--- src/rtl/simd_mac_pipe.sv ---
// simd_mac_pipe
//   Three-stage pipelined signed multiply-accumulate with a full mode
//   (one DATA_W lane) and a split mode (LANES independent sub-lanes).
//   S1 registers the inputs, S2 registers the products, S3 is the
//   accumulator {protect, result} itself.
//
//   Optional feature macro: MAC_OVF_FLAG_EN
//     defined   -> sticky overflow flag on mac wrap, cleared by a clear op
//     undefined -> ovf is tied low and no overflow detect logic exists
//
//   LANES must be 1, 2 or 4 and must divide both DATA_W and GUARD_W.

module simd_mac_pipe #(
    parameter int DATA_W  = 16,
    parameter int LANES   = 2,
    parameter int GUARD_W = 8
) (
    input  logic                  clk,
    input  logic                  reset_n,
    input  logic                  stall,
    input  logic                  in_valid,
    input  logic [2:0]            instruction,
    input  logic [DATA_W-1:0]     multiplier,
    input  logic [DATA_W-1:0]     multiplicand,
    output logic [2*DATA_W-1:0]   result,
    output logic [GUARD_W-1:0]    protect,
    output logic                  out_valid,
    output logic                  ovf
);

    // Lane geometry: body widths, guard widths and full accumulator widths
    localparam int LW  = DATA_W / LANES;
    localparam int GW  = GUARD_W / LANES;
    localparam int PW  = 2 * DATA_W;
    localparam int AW  = GUARD_W + PW;
    localparam int LPW = 2 * LW;
    localparam int LAW = GW + LPW;

    typedef enum logic [1:0] {
        OP_CLEAR = 2'b00,
        OP_LOAD  = 2'b01,
        OP_MAC   = 2'b10,
        OP_SAT   = 2'b11
    } op_e;

    // Stage 1: registered inputs
    logic              s1Valid_q;
    logic [2:0]        s1Instr_q;
    logic [DATA_W-1:0] s1Mplier_q;
    logic [DATA_W-1:0] s1Mcand_q;

    // Stage 2: registered products (full product or packed lane products)
    logic              s2Valid_q;
    logic [2:0]        s2Instr_q;
    logic [PW-1:0]     s2Prod_q;
    logic [PW-1:0]     s2Prod_d;

    // Stage 3: accumulator laid out as {protect, result}
    logic [AW-1:0]     acc_q;
    logic [AW-1:0]     acc_d;
    logic              outValid_q;

    // Product candidates computed from the S1 registers
    logic [PW-1:0]     fullProd;
    logic [PW-1:0]     laneProd;

    // Accumulator candidates for each mode
    logic [AW-1:0]     fullProdExt;
    logic [AW-1:0]     fullSum;
    logic [AW-1:0]     fullNext;
    logic [AW-1:0]     splitNext;

    op_e               s2Op;
    logic              s2Split;

    assign s2Op    = op_e'(s2Instr_q[1:0]);
    assign s2Split = s2Instr_q[2];

    // Operands are sign-extended to the product width so the low PW bits of
    // the multiply are the exact signed product.
    assign fullProd = $signed({{DATA_W{s1Mplier_q[DATA_W-1]}}, s1Mplier_q}) *
                      $signed({{DATA_W{s1Mcand_q[DATA_W-1]}}, s1Mcand_q});

    // Split mode packs each lane product into its own 2*LW slot
    assign s2Prod_d = s1Instr_q[2] ? laneProd : fullProd;

    assign fullProdExt = {{GUARD_W{s2Prod_q[PW-1]}}, s2Prod_q};
    assign fullSum     = acc_q + fullProdExt;

`ifdef MAC_OVF_FLAG_EN
    logic              ovf_q;
    logic              ovf_d;
    logic              fullWrap;
    logic [LANES-1:0]  splitWrap;

    // Signed wrap: both addends share a sign and the sum has the other one
    assign fullWrap = (acc_q[AW-1] == fullProdExt[AW-1]) &&
                      (fullSum[AW-1] != acc_q[AW-1]);
`endif

    // Per-lane product, accumulator view and next-value selection
    for (genvar i = 0; i < LANES; i++) begin : gLane
        logic [LAW-1:0] laneA;
        logic [LAW-1:0] laneP;
        logic [LAW-1:0] laneSum;
        logic [LAW-1:0] laneNext;

        assign laneProd[i*LPW +: LPW] =
            $signed({{LW{s1Mplier_q[i*LW+LW-1]}}, s1Mplier_q[i*LW +: LW]}) *
            $signed({{LW{s1Mcand_q[i*LW+LW-1]}}, s1Mcand_q[i*LW +: LW]});

        // A lane's guard bits live in protect, its body in result
        assign laneA   = {acc_q[PW+i*GW +: GW], acc_q[i*LPW +: LPW]};
        assign laneP   = {{GW{s2Prod_q[i*LPW+LPW-1]}}, s2Prod_q[i*LPW +: LPW]};
        assign laneSum = laneA + laneP;

        // Lane op: clear, load, wrap-around add or saturate to body range
        always_comb begin
            laneNext = laneA;
            case (s2Op)
                OP_CLEAR: laneNext = '0;
                OP_LOAD:  laneNext = laneP;
                OP_MAC:   laneNext = laneSum;
                OP_SAT: begin
                    if (!laneA[LAW-1] && (|laneA[LAW-2:LPW-1])) begin
                        laneNext = {{GW{1'b0}}, 1'b0, {(LPW-1){1'b1}}};
                    end else if (laneA[LAW-1] && !(&laneA[LAW-2:LPW-1])) begin
                        laneNext = {{GW{1'b1}}, 1'b1, {(LPW-1){1'b0}}};
                    end
                end
            endcase
        end

        assign splitNext[PW+i*GW +: GW] = laneNext[LAW-1:LPW];
        assign splitNext[i*LPW +: LPW]  = laneNext[LPW-1:0];

`ifdef MAC_OVF_FLAG_EN
        assign splitWrap[i] = (laneA[LAW-1] == laneP[LAW-1]) &&
                              (laneSum[LAW-1] != laneA[LAW-1]);
`endif
    end

    // Full-mode op: same operations over the whole {protect, result}
    always_comb begin
        fullNext = acc_q;
        case (s2Op)
            OP_CLEAR: fullNext = '0;
            OP_LOAD:  fullNext = fullProdExt;
            OP_MAC:   fullNext = fullSum;
            OP_SAT: begin
                if (!acc_q[AW-1] && (|acc_q[AW-2:PW-1])) begin
                    fullNext = {{GUARD_W{1'b0}}, 1'b0, {(PW-1){1'b1}}};
                end else if (acc_q[AW-1] && !(&acc_q[AW-2:PW-1])) begin
                    fullNext = {{GUARD_W{1'b1}}, 1'b1, {(PW-1){1'b0}}};
                end
            end
        endcase
    end

    // Accumulator next state: bubbles leave it untouched
    always_comb begin
        acc_d = acc_q;
        if (s2Valid_q) begin
            acc_d = s2Split ? splitNext : fullNext;
        end
    end

    // Pipeline and accumulator registers; reset wins over stall
    always_ff @(posedge clk) begin
        if (!reset_n) begin
            s1Valid_q  <= 1'b0;
            s1Instr_q  <= '0;
            s1Mplier_q <= '0;
            s1Mcand_q  <= '0;
            s2Valid_q  <= 1'b0;
            s2Instr_q  <= '0;
            s2Prod_q   <= '0;
            acc_q      <= '0;
            outValid_q <= 1'b0;
        end else begin
            outValid_q <= s2Valid_q & ~stall;
            if (!stall) begin
                s1Valid_q  <= in_valid;
                s1Instr_q  <= instruction;
                s1Mplier_q <= multiplier;
                s1Mcand_q  <= multiplicand;
                s2Valid_q  <= s1Valid_q;
                s2Instr_q  <= s1Instr_q;
                s2Prod_q   <= s2Prod_d;
                acc_q      <= acc_d;
            end
        end
    end

`ifdef MAC_OVF_FLAG_EN
    // Sticky overflow: set by a wrapping mac, cleared only by a clear op
    always_comb begin
        ovf_d = ovf_q;
        if (s2Valid_q) begin
            if (s2Op == OP_CLEAR) begin
                ovf_d = 1'b0;
            end else if (s2Op == OP_MAC) begin
                ovf_d = ovf_q | (s2Split ? (|splitWrap) : fullWrap);
            end
        end
    end

    // Overflow flag register, frozen by stall like the accumulator
    always_ff @(posedge clk) begin
        if (!reset_n) begin
            ovf_q <= 1'b0;
        end else if (!stall) begin
            ovf_q <= ovf_d;
        end
    end

    assign ovf = ovf_q;
`else
    assign ovf = 1'b0;
`endif

    assign result    = acc_q[PW-1:0];
    assign protect   = acc_q[AW-1:PW];
    assign out_valid = outValid_q;

endmodule

--- config.mk ---
export PLATFORM = sky130hd
export DESIGN_NAME = simd_mac_pipe
export DESIGN_NICKNAME = d
export VERILOG_FILES = /design/src/rtl/simd_mac_pipe.sv
export SDC_FILE = /design/constraint.sdc
export NUM_CORES = 1
export LEC_CHECK = 0
export CAP_MARGIN = 10
export CELL_PAD_IN_SITES_DETAIL_PLACEMENT = 1
export CELL_PAD_IN_SITES_GLOBAL_PLACEMENT = 2
export CORE_MARGIN = 2
export CORE_UTILIZATION = 35
export DETAILED_ROUTE_END_ITERATION = 12
export PLACE_DENSITY_LB_ADDON = 0.25
export SLEW_MARGIN = 20
export SYNTH_ARGS = -nofsm -noshare
export SYNTH_HDL_FRONTEND = slang
export SYNTH_SLANG_ARGS = --single-unit
--- constraint.sdc ---
create_clock -name clk -period 6.6 [get_ports clk]
set_input_delay 1.32 -clock clk [delete_from_list [all_inputs] [get_ports clk]]
set_output_delay 1.32 -clock clk [all_outputs]
set_load 0.01 [all_outputs]
==> results of run 1 <==
placed cells by master, fill, tap and decap left out, drive strengths merged, types with 16 or more instances in the layout:
master	instances
a211oi	27
a21o	34
a21oi	141
and2	130
buf	63
clkbuf	18
clkdlybuf4s50	78
dfxtp	113
fa	352
ha	180
inv	468
mux2i	55
nand2	205
nand2b	19
nand3	21
nor2	152
nor3	31
o211ai	19
o21a	16
o21ai	113
xnor2	69
xor2	34
final timing paths:
check | from | to | slack, ns | depth (start not counted)
min reg2reg | s2Prod_q[0] | s2Prod_q[0] | 0.49 | 2
min | s2Prod_q[0] | s2Prod_q[0] | 0.49 | 2
max reg2reg | s1Mplier_q[11] | s2Prod_q[28] | 0.23 | 22
max | s1Mplier_q[11] | s2Prod_q[28] | 0.23 | 22
per-layer routing:
layer	vias to the layer above	track usage [%]
met3	87	2.92
met4	0	6.97
li1	8030	-
met1	8737	30.1
met2	251	39.1
met5	-	0
registers in the layout, summed over array words and instances (netlist names):
register and cells:
s1Instr_q 3, s1Valid_q 1, s1Mcand_q 16, out_valid 1, acc_q 40, s2Instr_q 3, s2Prod_q 32, s1Mplier_q 16
s2Valid_q 1
metrics by stage:
stage	cell area, sq um	hold WS (ns)
after floorplan	21100	0.453
after global placement	23000	0.481
after detailed placement	23000	0.484
after CTS	23600	0.495
after global routing	23600	0.530
final	23700	0.488
power breakdown:
group	leakage (nW)	total [mW]	internal (mW)	switching, mW
Sequential	0.930	0.811	0.728	0.0833
Combinational	10.4	1.50	0.606	0.892
Clock	0.296	1.02	0.578	0.441
Total	11.7	3.33	1.91	1.42
cell usage after synthesis (12+ instances only):
cell type,number
and2_1,130
clkbuf_1,91
a221oi_1,14
inv_1,460
nor2b_1,15
xnor2_1,69
a31oi_1,15
fa_1,352
o211ai_1,18
dfxtp_1,113
o21ai_0,106
mux2i_1,55
nand3_1,20
o21bai_1,12
a21o_1,34
ha_1,180
a211oi_1,26
nor3_1,30
o21a_1,16
nand2_1,205
nand4_1,14
a21oi_1,141
xor2_1,34
nor2_1,151
nand2b_1,19
timing repair:
item | CTS | global route
setup endpoints to repair | 1 | 5
pin swaps | 0 | 3
setup buffers | 0 | 1
resized for setup | 1 | 22
layout make-up:
class / instances / area, sq um
diodes: 2 / 5.00
flip-flops and latches: 113 / 2280
repair buffers: 141 / 1260
clock inverters: 14 / 169
fillers: 7070 / 36400
multi-input cells: 1780 / 16800
inverters: 461 / 1730
clock buffers: 18 / 439
well taps: 782 / 978
logic make-up after synthesis:
family	Yosys count	synth area share, %
buffers and inverters	562	10.0
other	1	0.0177
multiplexers	56	2.66
flip-flops	113	10.7
AND/OR/NAND/NOR	623	14.1
adder cells (fa/ha/maj)	532	44.0
AO/OA/AOI/OAI	465	14.2
XOR/XNOR	103	4.27
tightest hold or removal path, delay by kind of cell, from the launching register on:
family / cells / cell delay, ns
AO/OA/AOI/OAI: 1 / 0.05
flip-flops: 1 / 0.33
AND/OR/NAND/NOR: 1 / 0.06
==> flow_metrics.env, run 1 <==
export IMPL_avgSynthCellArea_sq_um=8.61
export IMPL_cts_num_sinks=113
export IMPL_worst_path_max_fanout=9
export IMPL_wl_met2_um=33100
export IMPL_power_density_nw_per_um2=141
export IMPL_drc=0
export IMPL_h_tree_depth=4
export IMPL_ys_warn_count=0
export IMPL_grt_pass1_wl_um=110000
export IMPL_worst_pin_slew_ns=1.07
export IMPL_fmax_mhz=157
export IMPL_yosysTopAreaCellShare_pct=33.3
export IMPL_stdcell_count=3311
export IMPL_cts_buffers=17
export IMPL_maxSlewHeadroom_pct=28.1
export IMPL_fin_crit_sh_pct=96.5
export IMPL_clk_path_buf_depth=2
export IMPL_die_w_um=250
export IMPL_hold_viol=0
export IMPL_setup_tns_ns=0
export IMPL_maxSlewViolCount=0
export IMPL_met1_length_um=31500
export IMPL_start_util_pct=35.2
export IMPL_cp_required_ns=6.95
export IMPL_fin_crit_ns=6.37
export IMPL_routed_via_density=5.17
export IMPL_insertion_delay_ns=0.49
export IMPL_post_route_cells_drive_above_1_share_pct=5.50
export IMPL_drv_cap=0
export IMPL_dieArea_sq_um=62400
export IMPL_path_common_cell="fa_1"
export IMPL_grt_overflow=0
export IMPL_nNetsFinal=3085
export IMPL_antenna_found_initial=1
export IMPL_first_iter_violations=816
export IMPL_synth_seq_cells=113
export IMPL_synth_area_leader_cell="fa_1"
export IMPL_syn_nets=3026
export IMPL_cts_root_buf="clkbuf_16"
export IMPL_leakage_nw=11.7
export IMPL_top_layer_used="met4"
export IMPL_setup_violations=0
export IMPL_grt_max_degree=53
export IMPL_crit_family="adder cells"
export IMPL_post_route_util_pct=39.4
export IMPL_fin_ws_ns=0.228
export IMPL_core_region_area_sq_um=60000
export IMPL_crit_buf_inv=7
export IMPL_synthArstFlopShare_pct=0
export IMPL_grt_pass1_vias=19166
export IMPL_peakVddDrop_mv=0.196
export IMPL_path_clk_slew_ns=0.07
export IMPL_grt_use_total_pct=22.8
export IMPL_antenna_left=0
export IMPL_cpMaxStageDelayCell="fa_1"
export IMPL_port_buffers=79
export IMPL_total_power_mw=3.33
export IMPL_critPathKind="reg -> reg"
export IMPL_wl_met3_um=1840
export IMPL_synth_edff_count=0
export IMPL_critPathMaxStageDelay_ns=0.60
export IMPL_finalClockSkew_ns=0.0210
export IMPL_synthCells=2455
export IMPL_worstPathArrival_ns=6.73
export IMPL_grt_setup_unrepaired="yes"
export IMPL_num_vias=17105
export IMPL_start_kind="flop"
export IMPL_dp_cells=3276
export IMPL_globalplace_congestion=0.851
export IMPL_row_count=90
export IMPL_ys_types=80
export IMPL_die_h_um=250
export IMPL_status="finished clean"
export IMPL_areaGrowthSynthToFinish_pct=11.9
export IMPL_cp_end_kind="flop"
export IMPL_min_path_type="reg -> reg"
export IMPL_ys_seq_area_share_pct=10.7
export IMPL_pre_cts_ws_ns=-0.0124
export IMPL_drt_wirelength_per_cell_um=20.6
export IMPL_hold_buffers=0
export IMPL_synth_ff_type="dfxtp_1"
export IMPL_drt_pre_antenna_iters=5
export IMPL_worstPathCellList="buf_4 > and2_1 > inv_1 > fa_1 > inv_1 > fa_1 > fa_1 > fa_1 > fa_1 > inv_1 > fa_1 > inv_1 > ha_1 > and2_1 > nand3_1 > a311oi_1 > buf_4 > nor3_2 > buf_4 > o31ai_1 > xnor2_1 > o211ai_1"
export IMPL_io_pins=81
export IMPL_mappedNetlistArea_sq_um=21100
export IMPL_tritoncts="done"
export IMPL_routed_wl_um=68300
export IMPL_synth_area_leaders="fa_1 33%, dfxtp_1 11%, ha_1 11%"
export IMPL_dp_hpwl_um=57000
(Power assumes the default switching activity.)
==> run 2, diff against run 1 <==
--- a/config.mk
+++ b/config.mk
@@ -5,11 +5,11 @@
 export SDC_FILE = /design/constraint.sdc
 export NUM_CORES = 1
 export LEC_CHECK = 0
+export ABC_AREA = 1
 export CAP_MARGIN = 10
 export CELL_PAD_IN_SITES_DETAIL_PLACEMENT = 1
 export CELL_PAD_IN_SITES_GLOBAL_PLACEMENT = 2
-export CORE_MARGIN = 2
-export CORE_UTILIZATION = 35
+export CORE_UTILIZATION = 33
 export DETAILED_ROUTE_END_ITERATION = 12
 export PLACE_DENSITY_LB_ADDON = 0.25
 export SLEW_MARGIN = 20
==> run 2 against run 1 <==
  * Worst setup slack improved by 0.087 ns
  * Clock skew is 0.0043 ns lower
  * Highest routed layer unchanged
  * Routed wire length grew 24%
  * Global-route usage grew 2.2 points
  * Register-to-register slack better by 0.09 ns
  * Largest cell class unchanged
  * Flip-flop and latch count unchanged
  * First-iteration DRC count is 19% higher
  * Utilization fell by 2.3 points
  * Critical path depth down 2
  * Combinational power increased by 100%
  * Critical endpoint is now s2Prod_q[23]
  * Sequential share of layout area fell by 0.78 points
  * Clock-buffer cell count up 1
  * Critical path type unchanged
==> flow_metrics.env, run 2 <==
export IMPL_cp_end_kind="flop"
export IMPL_port_buffers=79
export IMPL_ff_latch_area_sq_um=2260
export IMPL_grt_max_degree=72
export IMPL_grt_overflow=0
export IMPL_synth_area_leader_cell="fa_1"
export IMPL_grt_pass1_wl_um=135000
export IMPL_h_tree_depth=4
export IMPL_status="finished clean"
export IMPL_routed_via_density=4.93
export IMPL_synth_area_leaders="fa_1 31%, nand2_1 13%, inv_1 13%"
export IMPL_largestRegisters="acc_q x40, s2Prod_q x32"
export IMPL_min_path_type="reg -> reg"
export IMPL_antennaDiodeCount=0
export IMPL_globalplace_congestion=0.949
export IMPL_finalClockSkew_ns=0.0167
export IMPL_insertion_delay_ns=0.49
export IMPL_final_area_sq_um=25500
export IMPL_synth_commonest_cells="819 x nand2_1, 773 x inv_1, 352 x fa_1"
export IMPL_power_density_nw_per_um2=190
export IMPL_crit_path_start="s1Mcand_q[15]"
export IMPL_areaGrowthSynthToFinish_pct=10.7
export IMPL_worstPathCellList="inv_1 > buf_4 > nor2_1 > fa_1 > inv_1 > fa_1 > inv_1 > fa_1 > fa_1 > fa_1 > inv_1 > fa_1 > inv_1 > ha_1 > a21oi_1 > o21ai_0 > a21oi_1 > o211ai_1 > o21ai_0 > a21oi_1"
export IMPL_dpl_instance_area_sq_um=25000
export IMPL_path_clk_slew_ns=0.06
export IMPL_maxSlewHeadroom_pct=39.5
export IMPL_setup_violations=0
export IMPL_cts_root_buf="clkbuf_16"
export IMPL_core_region_area_sq_um=68800
export IMPL_cpMaxStageDelayCell="inv_1"
export IMPL_clk_path_buf_depth=2
export IMPL_ys_types=50
export IMPL_routed_wl_um=84700
export IMPL_ys_warn_count=0
export IMPL_critPathKind="reg -> reg"
export IMPL_fin_crit_sh_pct=95.2
export IMPL_row_count=96
export IMPL_hold_viol=0
export IMPL_largest_reg_flops=40
export IMPL_antenna_found_initial=1
export IMPL_ys_seq_area_share_pct=9.82
export IMPL_avgSynthCellArea_sq_um=6.91
export IMPL_yosysTopAreaCellShare_pct=30.6
export IMPL_drc=0
export IMPL_io_pins=81
export IMPL_fin_crit_ns=6.28
export IMPL_worst_pin_slew_ns=0.907
export IMPL_crit_family="adder cells"
export IMPL_top_register="acc_q"
export IMPL_n_fill_cell=8722
export IMPL_critPathMaxStageDelay_ns=0.58
export IMPL_postCtsSetupBuffers=0
export IMPL_leakage_nw=14.2
export IMPL_synth_edff_count=0
export IMPL_final_cell_mix="819 x nand2_1, 773 x inv_1, 351 x fa_1"
export IMPL_start_util_pct=33.5
export IMPL_synth_seq_cells=113
export IMPL_cp_required_ns=6.94
export IMPL_drt_pre_antenna_iters=5
export IMPL_drv_cap=0
export IMPL_grt_pass1_vias=23579
export IMPL_cts_buffers=17
export IMPL_worstPathArrival_ns=6.62
export IMPL_final_common_cell="nand2_1"
export IMPL_grt_use_total_pct=25.0
export IMPL_yosysMostFrequentCell="nand2_1"
export IMPL_worst_path_max_fanout=13
export IMPL_maxSlewViolCount=0
export IMPL_tritoncts="done"
export IMPL_grt_setup_unrepaired="no"
export IMPL_mappedNetlistArea_sq_um=23000
export IMPL_min_from="acc_q[30]"
export IMPL_setup_tns_ns=0
export IMPL_antenna_left=0
export IMPL_total_power_mw=4.85
export IMPL_dp_hpwl_um=72500
export IMPL_drt_wirelength_per_cell_um=19.6
export IMPL_syn_nets=3907
export IMPL_post_route_cells_drive_above_1_share_pct=4.75
export IMPL_nNetsFinal=3944
export IMPL_peakVddDrop_mv=0.134
export IMPL_path_common_cell="fa_1"
export IMPL_synthArstFlopShare_pct=0
export IMPL_start_kind="flop"
export IMPL_cts_num_sinks=113
export IMPL_multi_input_area_sq_um=17400
export IMPL_post_route_util_pct=37.1
export IMPL_num_vias=21302
export IMPL_die_h_um=266
export IMPL_r2r_start="s1Mcand_q[15]"
export IMPL_synth_ff_type="dfxtp_1"
export IMPL_fmax_mhz=159
export IMPL_die_w_um=266
export IMPL_first_iter_violations=974
export IMPL_crit_buf_inv=6
export IMPL_synthCells=3336
export IMPL_dieArea_sq_um=70900
[run 2: cell count changes after synthesis, sizes merged, moves of 86 or more]
cell	change
nor2	+90
and2	-125
a21oi	+86
inv	+328
nand2	+623
nand3	+138
[run 2: kinds of logic after synthesis]
logic type / share of synthesized area (%)
flops: 9.82
fa+ha+maj: 40.3
xor+xnor: 1.33
other cells: 0.0163
compound gates: 10.5
simple gates: 23.2
buf+inv: 14.8
[run 2: path summary, 6_finish.rpt]
kind | end | slack (ns) | depth (start not counted)
worst max-delay path | s2Prod_q[23] | 0.32 | 20
worst min-delay path | acc_q[30] | 0.49 | 2
worst max register to register | s2Prod_q[23] | 0.32 | 20
worst min register to register | acc_q[30] | 0.49 | 2
[run 2: metal layers]
metal	track usage [%]	part of all wire [%]
met2	42.3	47
met5	0	0
met4	8.76	3.1
met3	2.92	3.0
met1	32.9	47
[run 2: power breakdown]
| group | internal, mW | switching (mW) | leakage (nW) | total [mW] |
|---|---|---|---|---|
| sequential | 0.746 | 0.119 | 0.929 | 0.865 |
| clock | 0.525 | 0.440 | 0.265 | 0.965 |
| combinational | 1.08 | 1.94 | 13.0 | 3.02 |
[run 2: repair_timing]
action,in CTS,in global routing
endpoints found under the hold margin,0,0
resized for setup,0,3
endpoints found under the setup margin,0,6
hold buffers,0,0
[run 2: layout make-up]
type	count	area share, %
timing repair buffer	132	4.62
sequential	113	8.88
inverter	792	11.7
multi-input combinational	2317	68.1
tap	931	4.57
clock buffer	19	1.74
clock inverter	13	0.451
[run 2: through the flow]
| stage | hold slack, ns | cells | setup slack (ns) |
|---|---|---|---|
| floorplan | 0.441 | 3336 | 0.898 |
| global placement | 0.466 | 4285 | 0.136 |
| detailed placement | 0.480 | 4285 | 0.0695 |
| CTS | 0.491 | 4317 | 0.0299 |
| global route | 0.515 | 4317 | 0.0357 |
| finish | 0.487 | 4317 | 0.315 |
[run 2: tightest hold or removal path, delay by kind of cell, from the launching register on]
kind            cells  cell delay [ns]
flops               1             0.32
simple gates        1             0.06
compound gates      1             0.05
